==> src/rtl/and3_sweep_ctrl.sv <==
// Exhaustive 3-input gate tester: walks patterns 0..7 onto a/b/c, lets each settle,
// compares the gate's response against the selected reference function and reports.
module and3_sweep_ctrl #(
    parameter int SETTLE_CYCLES = 1
) (
    input  logic       clk,
    input  logic       rst_n,
    input  logic       start,
    input  logic [1:0] gate_sel,
    input  logic       y_in,
    output logic       a_out,
    output logic       b_out,
    output logic       c_out,
    output logic       busy,
    output logic       done,
    output logic       pass,
    output logic [3:0] fail_count,
    output logic [7:0] fail_vec
);

    localparam logic [1:0] ST_IDLE  = 2'd0;
    localparam logic [1:0] ST_APPLY = 2'd1;
    localparam logic [1:0] ST_CHECK = 2'd2;
    localparam logic [1:0] ST_DONE  = 2'd3;

    localparam logic [3:0] SETTLE_LAST = 4'(SETTLE_CYCLES - 1);

    logic [1:0] state;
    logic [2:0] idx;
    logic [3:0] settle_cnt;
    logic [1:0] sel_q;
    logic       expected_y;
    logic       mismatch;
    logic       last_pattern;

    // Reference response for the latched function; pattern bit 0 is a, bit 2 is c.
    function automatic logic gate_eval(input logic [1:0] sel, input logic [2:0] pat);
        logic r;
        case (sel)
            2'b00:   r = &pat;
            2'b01:   r = |pat;
            2'b10:   r = ^pat;
            default: r = ~(&pat);
        endcase
        return r;
    endfunction

    always_comb begin
        expected_y   = gate_eval(sel_q, idx);
        mismatch     = (y_in != expected_y);
        last_pattern = (idx == 3'd7);
    end

    always_ff @(posedge clk or negedge rst_n) begin
        if (!rst_n) begin
            state      <= ST_IDLE;
            idx        <= 3'd0;
            settle_cnt <= 4'd0;
            sel_q      <= 2'b00;
            pass       <= 1'b0;
            fail_count <= 4'd0;
            fail_vec   <= 8'h00;
        end else begin
            case (state)
                ST_IDLE: begin
                    if (start) begin
                        state      <= ST_APPLY;
                        idx        <= 3'd0;
                        settle_cnt <= 4'd0;
                        sel_q      <= gate_sel;
                        pass       <= 1'b0;
                        fail_count <= 4'd0;
                        fail_vec   <= 8'h00;
                    end
                end
                ST_APPLY: begin
                    if (settle_cnt == SETTLE_LAST) begin
                        state      <= ST_CHECK;
                        settle_cnt <= 4'd0;
                    end else begin
                        settle_cnt <= settle_cnt + 4'd1;
                    end
                end
                ST_CHECK: begin
                    if (mismatch) begin
                        fail_vec[idx] <= 1'b1;
                        fail_count    <= fail_count + 4'd1;
                    end
                    // pass must include this final pattern's outcome, not just the count so far
                    if (last_pattern) begin
                        state <= ST_DONE;
                        pass  <= (fail_count == 4'd0) && !mismatch;
                    end else begin
                        state <= ST_APPLY;
                        idx   <= idx + 3'd1;
                    end
                end
                ST_DONE: begin
                    state <= ST_IDLE;
                end
                default: begin
                    state <= ST_IDLE;
                end
            endcase
        end
    end

    always_comb begin
        busy  = (state == ST_APPLY) || (state == ST_CHECK);
        done  = (state == ST_DONE);
        a_out = busy & idx[0];
        b_out = busy & idx[1];
        c_out = busy & idx[2];
    end

endmodule

==> config.mk <==
export PLATFORM = sky130hd
export DESIGN_NAME = and3_sweep_ctrl
export DESIGN_NICKNAME = d
export VERILOG_FILES = /design/src/rtl/and3_sweep_ctrl.sv
export SDC_FILE = /design/constraint.sdc
export NUM_CORES = 1
export LEC_CHECK = 0
export BUFFER_PORTS_ARGS = -buffer_cell sky130_fd_sc_hd__buf_2
export CORE_ASPECT_RATIO = 0.7
export CORE_MARGIN = 2
export CORE_UTILIZATION = 37
export CTS_CLUSTER_SIZE = 28
export DETAILED_ROUTE_END_ITERATION = 8
export PLACE_DENSITY = 0.59
export SETUP_SLACK_MARGIN = 0.1
export SKIP_CTS_REPAIR_TIMING = 1
export SYNTH_ARGS = -nofsm -noshare
export SYNTH_HDL_FRONTEND = slang
export SYNTH_SLANG_ARGS = --single-unit
==> constraint.sdc <==
create_clock -name clk -period 2.6 [get_ports clk]
set_input_delay 0 -clock clk [delete_from_list [all_inputs] [get_ports clk]]
set_output_delay 0 -clock clk [all_outputs]
set_load 0.01 [all_outputs]
### Word-level counts from Yosys, hierarchy flattened

Index checks and enable logic that the tools add are counted.

| storage, ports and cells | value |
|---|---|
| input port bits | 6 |
| word-level logic and storage cells | 69 |
| bits in registers | 24 |
| output and inout port bits | 18 |

| operators by class | value |
|---|---|
| eq/ne operators | 12 |
| bitwise operators | 5 |
| $add $sub $neg | 3 |
| order comparisons | 2 |
| multiplexer cells | 21 |
| reduce and logical (&&, ||, !) cells | 19 |

Operators by type and width:

| kind | count |
|---|---|
| 8-bit two-way mux | 2 |
| 4-bit one-hot mux with 2 select lines | 2 |
| 8-bit one-hot mux with 2 select lines | 1 |
| 4-bit two-way mux | 3 |
| 3-bit AND reduction | 4 |
| 2-bit inequality test (second input constant) | 5 |
| 4-bit by 1-bit adder with 4-bit output (second input constant) | 2 |
| 4-bit zero test | 2 |
| 8-bit bitwise OR | 1 |
| 2-bit one-hot mux with 4 select lines | 1 |
| 2-bit == test (second input constant) | 3 |
| 2-bit two-way mux | 3 |
| 3-bit two-way mux | 2 |
| 3-bit one-hot mux with 2 select lines | 1 |
| 2-bit AND reduction | 3 |
| 2-bit by 1-bit == test with 1-bit output (second input constant) | 2 |
| 2-bit zero test | 2 |
| 3-bit by 4-bit less-than comparator with 1-bit output (second input constant) | 1 |
| 2-bit nonzero test | 2 |
| 3-bit by 1-bit adder with 3-bit output (second input constant) | 1 |
| 1-bit bitwise AND | 3 |
| 1-bit demux with 3-bit select | 1 |
| 3-bit == test (second input constant) | 1 |
| 3-bit by 1-bit >= comparator with 1-bit output (second input constant) | 1 |
| other kinds (10) | 13 |

### Logic depth before layout (Yosys ltp)

Gate-level depths: netlist (run 1).

| depth | value |
|---|---|
| depth after elaboration | 8 |
| gate-level depth with buffers | 10 |
| gate-level depth less buffers | 8 |

### Worst setup path before layout (run 1)

Ideal clock, no wire load.

| path | value |
|---|---|
| path kind | register -> register |
| from | register idx[0] |
| to | register fail_count[2] |
| required time | 2.480 ns |
| setup slack | 0.270 ns |
| data arrival time | 2.210 ns |
| setup time | 0.120 ns |
| path buffers | 2 |
| stages on the path, launching flop included | 11 |
| period minus slack after synthesis | 2.330 ns |
| path through | dfrtp_1 -> buf_2 -> inv_1 -> ha_1 -> xor2_2 -> nor3_1 -> or4_4 -> a311oi_2 -> buf_6 -> a21oi_2 -> a31o_1 |

| on the way | value |
|---|---|
| cells in the longest elaborated chain, start to end | 6 |
| elaborated cells on any way between the ends | 8 |
| those cells by class | 2 x eq/ne; 1 x mux; 1 x bitwise; 4 x reduce/logical |

Ends and longest elaborated chain:

| what | line | RTL |
|---|---|---|
| start, declared | 29 | `logic [2:0] idx;` |
| start signal, assigned | 95 | `idx <= idx + 3'd1;` |
| 3-bit AND reduction | 40, 43 |  |
| 1-bit NOT | 43 | `default: r = ~(&pat);` |
| 1-bit one-hot mux with 3 select lines * | 39 | `case (sel)` |
| 1-bit inequality test * | 50 | `mismatch = (y_in != expected_y);` |
| 2-bit inequality test (no line) * | -- |  |
| 3-bit AND reduction (no line) * | -- |  |
| end signal, assigned | 87 | `fail_count <= fail_count + 4'd1;` |
| end, declared | 17 | `output logic [3:0] fail_count,` |

Mark *: on every way between the ends. The rest lies on a longest branch, timed or not.
A chain may end at the register's enable or synchronous reset.

### Worst setup path after layout (run 1)

| path | value |
|---|---|
| from | register idx[1] |
| to | register fail_count[3] |

Same word-level chain as after synthesis.

==> results_dict.tcl, run 1 <==
set metrics [dict create \
    synth.yosys.seq_area_share_pct 41.3 \
    grt_pass1_wl_um 5600 \
    vias 1178 \
    grt_usage_pct 16.1 \
    yosysWarnings 0 \
    clkLatencyLatePin_ns 0.26 \
    drc_errors 0 \
    cp_cell_sequence "ha_1 -> ha_2 -> or2_2 -> o21ai_2 -> or4_4 -> a311oi_2 -> buf_4 -> nand4_1 -> mux2i_1" \
    crit_slowest_cell "or4_4" \
    cp-end-kind "flip-flop" \
    power-per-cell-area_nw_per_um2 1150 \
    portBuffers 23 \
    holdPathEnd "idx[0]" \
    fin_nets 194 \
    rsz0062_at_grt "true" \
    yosys.area_share.simple_pct 19.4 \
    criticalPathCategory "reg2reg" \
    cp.depth 9 \
    dp_cells 220 \
    io_pins 24 \
    synth_top_area_cell "dfrtp_1" \
    ys_top_cells_by_area "dfrtp_1 (41%), ha_1 (9.5%), nor2_1 (3.6%)" \
    root_buffer "clkbuf_8" \
    critPathTopFamily "simple AND/OR/NAND/NOR gates" \
    syn-cell-area_um2 1450 \
    power_frac_comb_pct 55.9 \
    synth_fa_ha_area_share_pct 9.47 \
    post_drt_wl_per_cell_um 14.1 \
    synth_flop_cell "dfrtp_1" \
    worst_slack_ns 0.218 \
    grt_max_degree 25 \
    final-hold-violation-count 0 \
    ys_ff_latch 24 \
    crit_fanout 10 \
    finalSetupViolCount 0 \
    dp_hpwl_um 2340 \
    ant_nets 0 \
    antenna-diode-count 0 \
    dieArea_um2 4450 \
    clk_pin_slew_ns 0.09 \
    worst_hold_slack_ns 0.123 \
    drt_iter0_markers 127 \
    drv_slew 0 \
    arrival_ns 2.54 \
    avgSynthCellArea_um2 9.89 \
    slowest_delay_ns 0.53 \
    instances_no_fill 228 \
    fp-row-count 19 \
    critPathLaunchType "flip-flop" \
    slew_headroom_pct 60.0 \
    fin_tns_setup_ns 0 \
    total_power_w 0.00198 \
    netlist_instances 147 \
    hp-class "in2reg" \
    pre_cts_ws_ns 0.158 \
    overflow 0 \
    netSwitchingPower_w 0.000854 \
    power_frac_clock_pct 12.8 \
    seqPwrFrac_pct 31.3 \
    ys_types 42 \
    netlist_top_cells_count "dfrtp_1 (24), nor2_1 (14), ha_1 (11), inv_1 (10), o21ai_0 (9)" \
    hp-start "start" \
    synth-xor-area-share_pct 1.12 \
    syn_nets 164 \
    synth-edff-count 0 \
    r2r_start "idx[1]" \
    die_x_um 78.9 \
    leakagePower_nw 0.823 \
    antenna_found_initial 0 \
    drive_gt1_share_pct 26.7 \
    place_congestion 0.774 \
    status "finished clean" \
    clk_path_buf_depth 2 \
    first_global_vias 1165 \
    p_int_w 0.00113 \
    max-cap-violations 0 \
    tightest_slew_ns 0.600 \
    async_flop_share_pct 100 \
    cts_tree "built" \
    initial_core_util_pct 37.8 \
    area_delta_synth_final_pct 18.6 \
    rr_endpoint "fail_count[3]" \
    swShare_pct 43.1 \
    finalCritPeriodShare_pct 91.6 \
    cts_made_buffers 3 \
    synth_top_cell_area_share_pct 41.3 \
    routed_via_density 5.17 \
    fp.dieH_um 56.4 \
    h-tree-depth 1 \
    rr_worst_depth 9 \
    cts_sinks 24 \
    synthMuxAreaShare_pct 3.61 \
    synth_compound_area_share_pct 19.0 \
    synth_top_family_by_area "simple AND/OR/NAND/NOR gates" \
    fin_skew_ns 0.00492 \
    r2r_setup_slack_ns 0.22 \
    ir_drop_mv 0.452 \
    wl_um 3220 \
    first_pass_iters 6 \
    whs_path_depth 3 \
    crit_buf_inv 1 \
    synth.most_common_cell "dfrtp_1" \
    min_period_ns 2.38 \
    required_ns 2.75 \
    max_freq_mhz 420 \
    core_um2 3850 \
]
kinds of logic (layout without fill, tap and decap cells):
family,after synthesis,in the layout
flops,24,24
xor+xnor,1,1
buf+inv,18,47
fa+ha+maj,11,11
mux,5,5
compound gates,38,38
simple gates,50,50
registers in the layout, summed over array words and instances, names as in the netlist:
register	cells
fail_count	4
fail_vec	8
sel_q	2
pass	1
state	2
idx	3
settle_cnt	4
metal layers:
metal	GRT usage, %	routed length [µm]
met1	24.2	1610
met2	23.9	1430
met3	4.18	161
met4	2.22	13
met5	0	0
cell usage in the layout, fill, tap and decap left out, types with 2 or more instances in the layout:
cell type,instances
inv_1,10
a31oi_1,4
dlygate4sd3_1,3
o31ai_1,2
ha_1,10
a22oi_1,2
mux2_2,2
mux2i_1,3
nand2_1,8
nand2b_1,5
clkbuf_8,4
or2_2,2
nor2b_1,6
a32o_1,2
a22o_1,5
and2_1,4
buf_4,7
buf_2,23
dfrtp_1,23
nand3_1,4
o21ai_0,9
a21oi_1,3
nor2_1,14
cell type report:
cell class                 count  area [µm²]
sequential                    24         602
inverter                      10        37.5
multi-input combinational    105         767
clock buffer                   4        55.1
tap                           52        65.1
timing repair buffer          33         198
fill                         384        2130
power groups by stage:
stage | combinational [W] | clock, W | sequential, W
detailed placement | 0.00108 | 0 | 0.000626
CTS | 0.00109 | 0.000261 | 0.000622
global route | 0.00124 | 0.000283 | 0.000649
finish | 0.00111 | 0.000254 | 0.000622
global placement | 0.00107 | 0 | 0.000615
floorplan | 0.000777 | 0 | 0.000628
how the worst max path moves through the flow:
stage	startpoint	to	slack (ns)
after floorplan	idx[0]	fail_count[2]	0.27
after global placement	idx[1]	fail_count[3]	0.22
after detailed placement	idx[1]	fail_count[3]	0.16
after CTS	idx[1]	fail_count[3]	0.13
after global routing	idx[1]	fail_count[3]	0.09
final	idx[1]	fail_count[3]	0.22
per-stage QoR:
step	util, %	instance area (µm²)
after floorplan	-	1450
after global placement	42.3	1630
after detailed placement	42.3	1630
after CTS	43.7	1680
after global routing	44.8	1720
final	44.8	1720
worst register-to-register path: stages (launching register included):
cell      delay, ns
dfrtp_2        0.42
ha_1           0.17
ha_2           0.22
or2_2          0.14
o21ai_2        0.06
or4_4          0.53
a311oi_2       0.26
buf_4          0.21
nand4_1        0.13
mux2i_1        0.13
Power figures use the tool's default switching activity.
==> run 2: changes to the inputs <==
CORE_ASPECT_RATIO = not set   (was 0.7)
==> results_dict.tcl, run 2 (synthesis results as in run 1) <==
set metrics [dict create \
    fin_skew_ns 0.00115 \
    drv_slew 0 \
    routed_via_density 5.26 \
    first_global_vias 1187 \
    arrival_ns 2.58 \
    crit_buf_inv 2 \
    cts_made_buffers 3 \
    status "finished clean" \
    grt_usage_pct 15.7 \
    finalSetupViolCount 0 \
    io_pins 24 \
    grt_max_degree 25 \
    slew_headroom_pct 57.9 \
    fp-row-count 22 \
    fin_nets 195 \
    antenna-diode-count 0 \
    cts_sinks 24 \
    p_int_w 0.00122 \
    vias 1184 \
    swShare_pct 41.8 \
    drive_gt1_share_pct 27.7 \
    hp-class "in2reg" \
    die_x_um 66.7 \
    worst_hold_slack_ns 0.147 \
    first_pass_iters 4 \
    cp-end-kind "flip-flop" \
    regMostFlops "fail_vec" \
    h-tree-depth 1 \
    criticalPathCategory "reg2reg" \
    hp-start "start" \
    grtUsageMet3_pct 3.04 \
    r2r_start "idx[0]" \
    rsz0062_at_grt "false" \
    dp_hpwl_um 2400 \
    finalCritPeriodShare_pct 93.1 \
    ir_drop_mv 0.393 \
    use_met2_pct 27.6 \
    n_fill_cell 366 \
    crit_slowest_cell "or4_4" \
    place_area_um2 1620 \
    critPathLaunch "idx[0]" \
    clk_path_buf_depth 2 \
    utilization_pct 47.3 \
    overflow 0 \
    final_area_um2 1760 \
    grt.met1_usage_pct 19.7 \
    cts_tree "built" \
    fin_tns_setup_ns 0 \
    power_frac_clock_pct 15.7 \
    clk_pin_slew_ns 0.09 \
    post_drt_wl_per_cell_um 14.4 \
    fp.dieH_um 66.7 \
    core_um2 3720 \
    seqPwrFrac_pct 29.3 \
    dieArea_um2 4450 \
    leakagePower_nw 0.833 \
    grt_pass1_wl_um 5280 \
    slowest_delay_ns 0.42 \
    layout.cells.most_common_list "dfrtp_1 (23), buf_2 (23), nor2_1 (14), inv_1 (10)" \
    crit_fanout 6 \
    cp_cell_sequence "inv_1 -> ha_1 -> xor2_2 -> nor3_1 -> or4_4 -> a311oi_2 -> buf_4 -> nand4_1 -> mux2i_1" \
    required_ns 2.76 \
    top_usage_layer "met2" \
    top_regs "fail_vec: 8 flops, fail_count: 4 flops, settle_cnt: 4 flops" \
    area_delta_synth_final_pct 21.0 \
    portBuffers 23 \
    max-cap-violations 0 \
    largest_reg_flops 8 \
    root_buffer "clkbuf_8" \
    power-per-cell-area_nw_per_um2 1190 \
    critPathTopFamily "simple AND/OR/NAND/NOR gates" \
    clkLatencyLatePin_ns 0.27 \
    dp_cells 216 \
    drt_iter0_markers 52 \
    power_frac_comb_pct 55.0 \
    tightest_slew_ns 0.631 \
    wl_um 3250 \
    antenna_found_initial 0 \
    place_congestion 0.802 \
    drc_errors 0 \
    netSwitchingPower_w 0.000873 \
    instances_no_fill 225 \
    critPathLaunchType "flip-flop" \
    min_period_ns 2.42 \
    final-hold-violation-count 0 \
    ant_nets 0 \
    max_freq_mhz 413 \
    initial_core_util_pct 39.1 \
]
run 2: changes by cell type in the layout (fill, tap and decap cells not counted), sizes merged:
cell | before | now
bufinv | 0 | 1
clkbuf | 4 | 3
clkdlybuf4s15 | 0 | 1
run 2: worst paths after layout:
check	to	slack, ns	cells past startpoint
max	fail_count[3]	0.18	9
min	idx[0]	0.15	3
max reg2reg	fail_count[3]	0.18	9
min reg2reg	settle_cnt[3]	0.49	1
max in group asynchronous	idx[1]	1.95	2
min in group asynchronous	idx[2]	0.25	2
run 2: tightest hold or removal path, delay by kind of cell:
kind,cells,cell delay (ns)
AO/OA/AOI/OAI,2,0.23
buffers and inverters,1,0.15
run 2: layout make-up:
type / count / area (µm²) / area share, %
clock buffers: 3 / 41.3 / 2.35
inverters: 10 / 37.5 / 2.13
well taps: 48 / 60.1 / 3.41
flip-flops and latches: 24 / 602 / 34.2
repair buffers: 34 / 209 / 11.9
clock inverters: 1 / 30.0 / 1.71
multi-input cells: 105 / 779 / 44.3
run 2: stage by stage:
step	setup WS, ns	power [W]
finish	0.179	0.00209
global route	0.0788	0.00227
CTS	0.115	0.00206
detailed placement	0.155	0.00172
global placement	0.242	0.00168
floorplan	0.270	0.00141
run 2: layer usage:
metal / vias to the layer above / routed length [µm]
li1: 577 / -
met1: 585 / 1520
met2: 18 / 1610
met3: 4 / 86
met4: 0 / 33
met5: - / 0
run 2: power by group through the flow:
stage | sequential (W) | combinational, W | clock (W)
finish | 0.000611 | 0.00115 | 0.000329
global route | 0.000628 | 0.00128 | 0.000360
CTS | 0.000614 | 0.00110 | 0.000342
detailed placement | 0.000621 | 0.00109 | 0
global placement | 0.000615 | 0.00107 | 0
floorplan | 0.000628 | 0.000777 | 0
==> run 3: changes to the inputs <==
SLEW_MARGIN = 20   (was not set)
clock period = 2.85 ns   (was 2.6 ns; I/O delays follow)
==> results_dict.tcl, run 3 (synthesis results as in run 1) <==
set metrics [dict create \
    clk_path_buf_depth 2 \
    fin_tns_setup_ns 0 \
    dp_hpwl_um 2280 \
    power-per-cell-area_nw_per_um2 1030 \
    criticalPathCategory "reg2reg" \
    cts_made_buffers 3 \
    top_regs "fail_vec: 8 flops, fail_count: 4 flops, settle_cnt: 4 flops" \
    dp_cells 213 \
    max_freq_mhz 402 \
    place_congestion 0.775 \
    crit_fanout 11 \
    rsz0062_at_grt "false" \
    fin_nets 190 \
    portBuffers 23 \
    clk_pin_slew_ns 0.08 \
    instances_no_fill 219 \
    finalSetupViolCount 0 \
    layout.cells.most_common_list "buf_2 (23), dfrtp_1 (22), nor2_1 (14), ha_1 (11), inv_1 (10)" \
    cp_cell_sequence "ha_1 -> ha_1 -> or2_2 -> a21oi_1 -> o31ai_1 -> a311oi_2 -> buf_4 -> nand4_1 -> mux2i_1" \
    cts_tree "built" \
    critPathLaunchType "flip-flop" \
    fin_skew_ns 0.00146 \
    hp-class "in2reg" \
    largest_reg_flops 8 \
    drc_errors 0 \
    fp-row-count 22 \
    max-cap-violations 0 \
    grt_max_degree 25 \
    grt_pass1_wl_um 5150 \
    fp.dieH_um 66.7 \
    min_period_ns 2.49 \
    die_x_um 66.7 \
    crit_buf_inv 1 \
    h-tree-depth 1 \
    core_um2 3720 \
    finalCritPeriodShare_pct 87.3 \
    wl_um 3050 \
    leakagePower_nw 0.797 \
    clkLatencyLatePin_ns 0.27 \
    area_delta_synth_final_pct 15.1 \
    post_drt_wl_per_cell_um 13.9 \
    status "finished clean" \
    ant_nets 0 \
    vias 1176 \
    drt_iter0_markers 56 \
    arrival_ns 2.65 \
    required_ns 3.01 \
    cts_sinks 24 \
    ir_drop_mv 0.413 \
    cp-end-kind "flip-flop" \
    tightest_slew_ns 0.611 \
    slowest_delay_ns 0.49 \
    root_buffer "clkbuf_8" \
    regMostFlops "fail_vec" \
    grt_usage_pct 15.3 \
    drv_slew 0 \
    n_fill_cell 375 \
    first_global_vias 1098 \
    slew_headroom_pct 59.1 \
    final-hold-violation-count 0 \
    utilization_pct 45.1 \
    io_pins 24 \
    overflow 0 \
    initial_core_util_pct 39.1 \
    worst_path_most_repeated_cell "ha_1" \
    routed_via_density 5.37 \
    first_pass_iters 4 \
    critPathTopFamily "compound AO/OA/AOI/OAI gates" \
    antenna_found_initial 0 \
    dieArea_um2 4450 \
    antenna-diode-count 0 \
    drive_gt1_share_pct 24.6 \
    crit_slowest_cell "dfrtp_2" \
    final_common_cell "buf_2" \
]
[run 3: worst paths after layout]
path	start	endpoint	slack [ns]	cells past startpoint
worst max-delay path	idx[0]	fail_count[3]	0.36	9
worst min-delay path	start	pass	0.12	3
worst max register to register	idx[0]	fail_count[3]	0.36	9
worst min register to register	settle_cnt[3]	settle_cnt[3]	0.50	1
max in group asynchronous	rst_n	idx[0]	2.22	2
min in group asynchronous	rst_n	idx[2]	0.24	2
[run 3: layer usage]
layer / GRT usage (%) / wire, µm / part of all wire (%)
met1: 19.3 / 1400 / 46
met2: 26.1 / 1510 / 49
met3: 2.36 / 95 / 3.1
met4: 6.12 / 53 / 1.7
met5: 0 / 0 / 0
[run 3: stage by stage]
| step | cell area [µm²] | total power [W] | worst slack (ns) | hold WS, ns |
|---|---|---|---|---|
| 6_report | 1670 | 0.00173 | 0.361 | 0.116 |
| 5_1_grt | 1670 | 0.00189 | 0.153 | 0.147 |
| 4_1_cts | 1640 | 0.00174 | 0.274 | -0.269 |
| 3_5_place_dp | 1600 | 0.00153 | 0.286 | 0.0296 |
| 3_3_place_gp | 1600 | 0.00151 | 0.364 | 0.0160 |
| 2_1_floorplan | 1450 | 0.00128 | 0.520 | -0.296 |
[run 3: area by class of cell]
| class | count | area, µm² | area share [%] |
|---|---|---|---|
| timing repair buffer | 29 | 168 | 10.0 |
| tap | 48 | 60.1 | 3.59 |
| multi-input combinational | 105 | 764 | 45.7 |
| clock buffer | 3 | 41.3 | 2.47 |
| inverter | 10 | 37.5 | 2.24 |
| sequential | 24 | 603 | 36.0 |
[run 3: worst register-to-register path, cell delays in order (launching register included)]
cell	delay [ns]
dfrtp_2	0.49
ha_1	0.23
ha_1	0.24
or2_2	0.34
a21oi_1	0.20
o31ai_1	0.13
a311oi_2	0.27
buf_4	0.21
nand4_1	0.13
mux2i_1	0.13
[run 3: power breakdown]
group	internal (W)	switching, W
Sequential	0.000459	0.000127
Clock	0.0000949	0.000110
Combinational	0.000413	0.000525
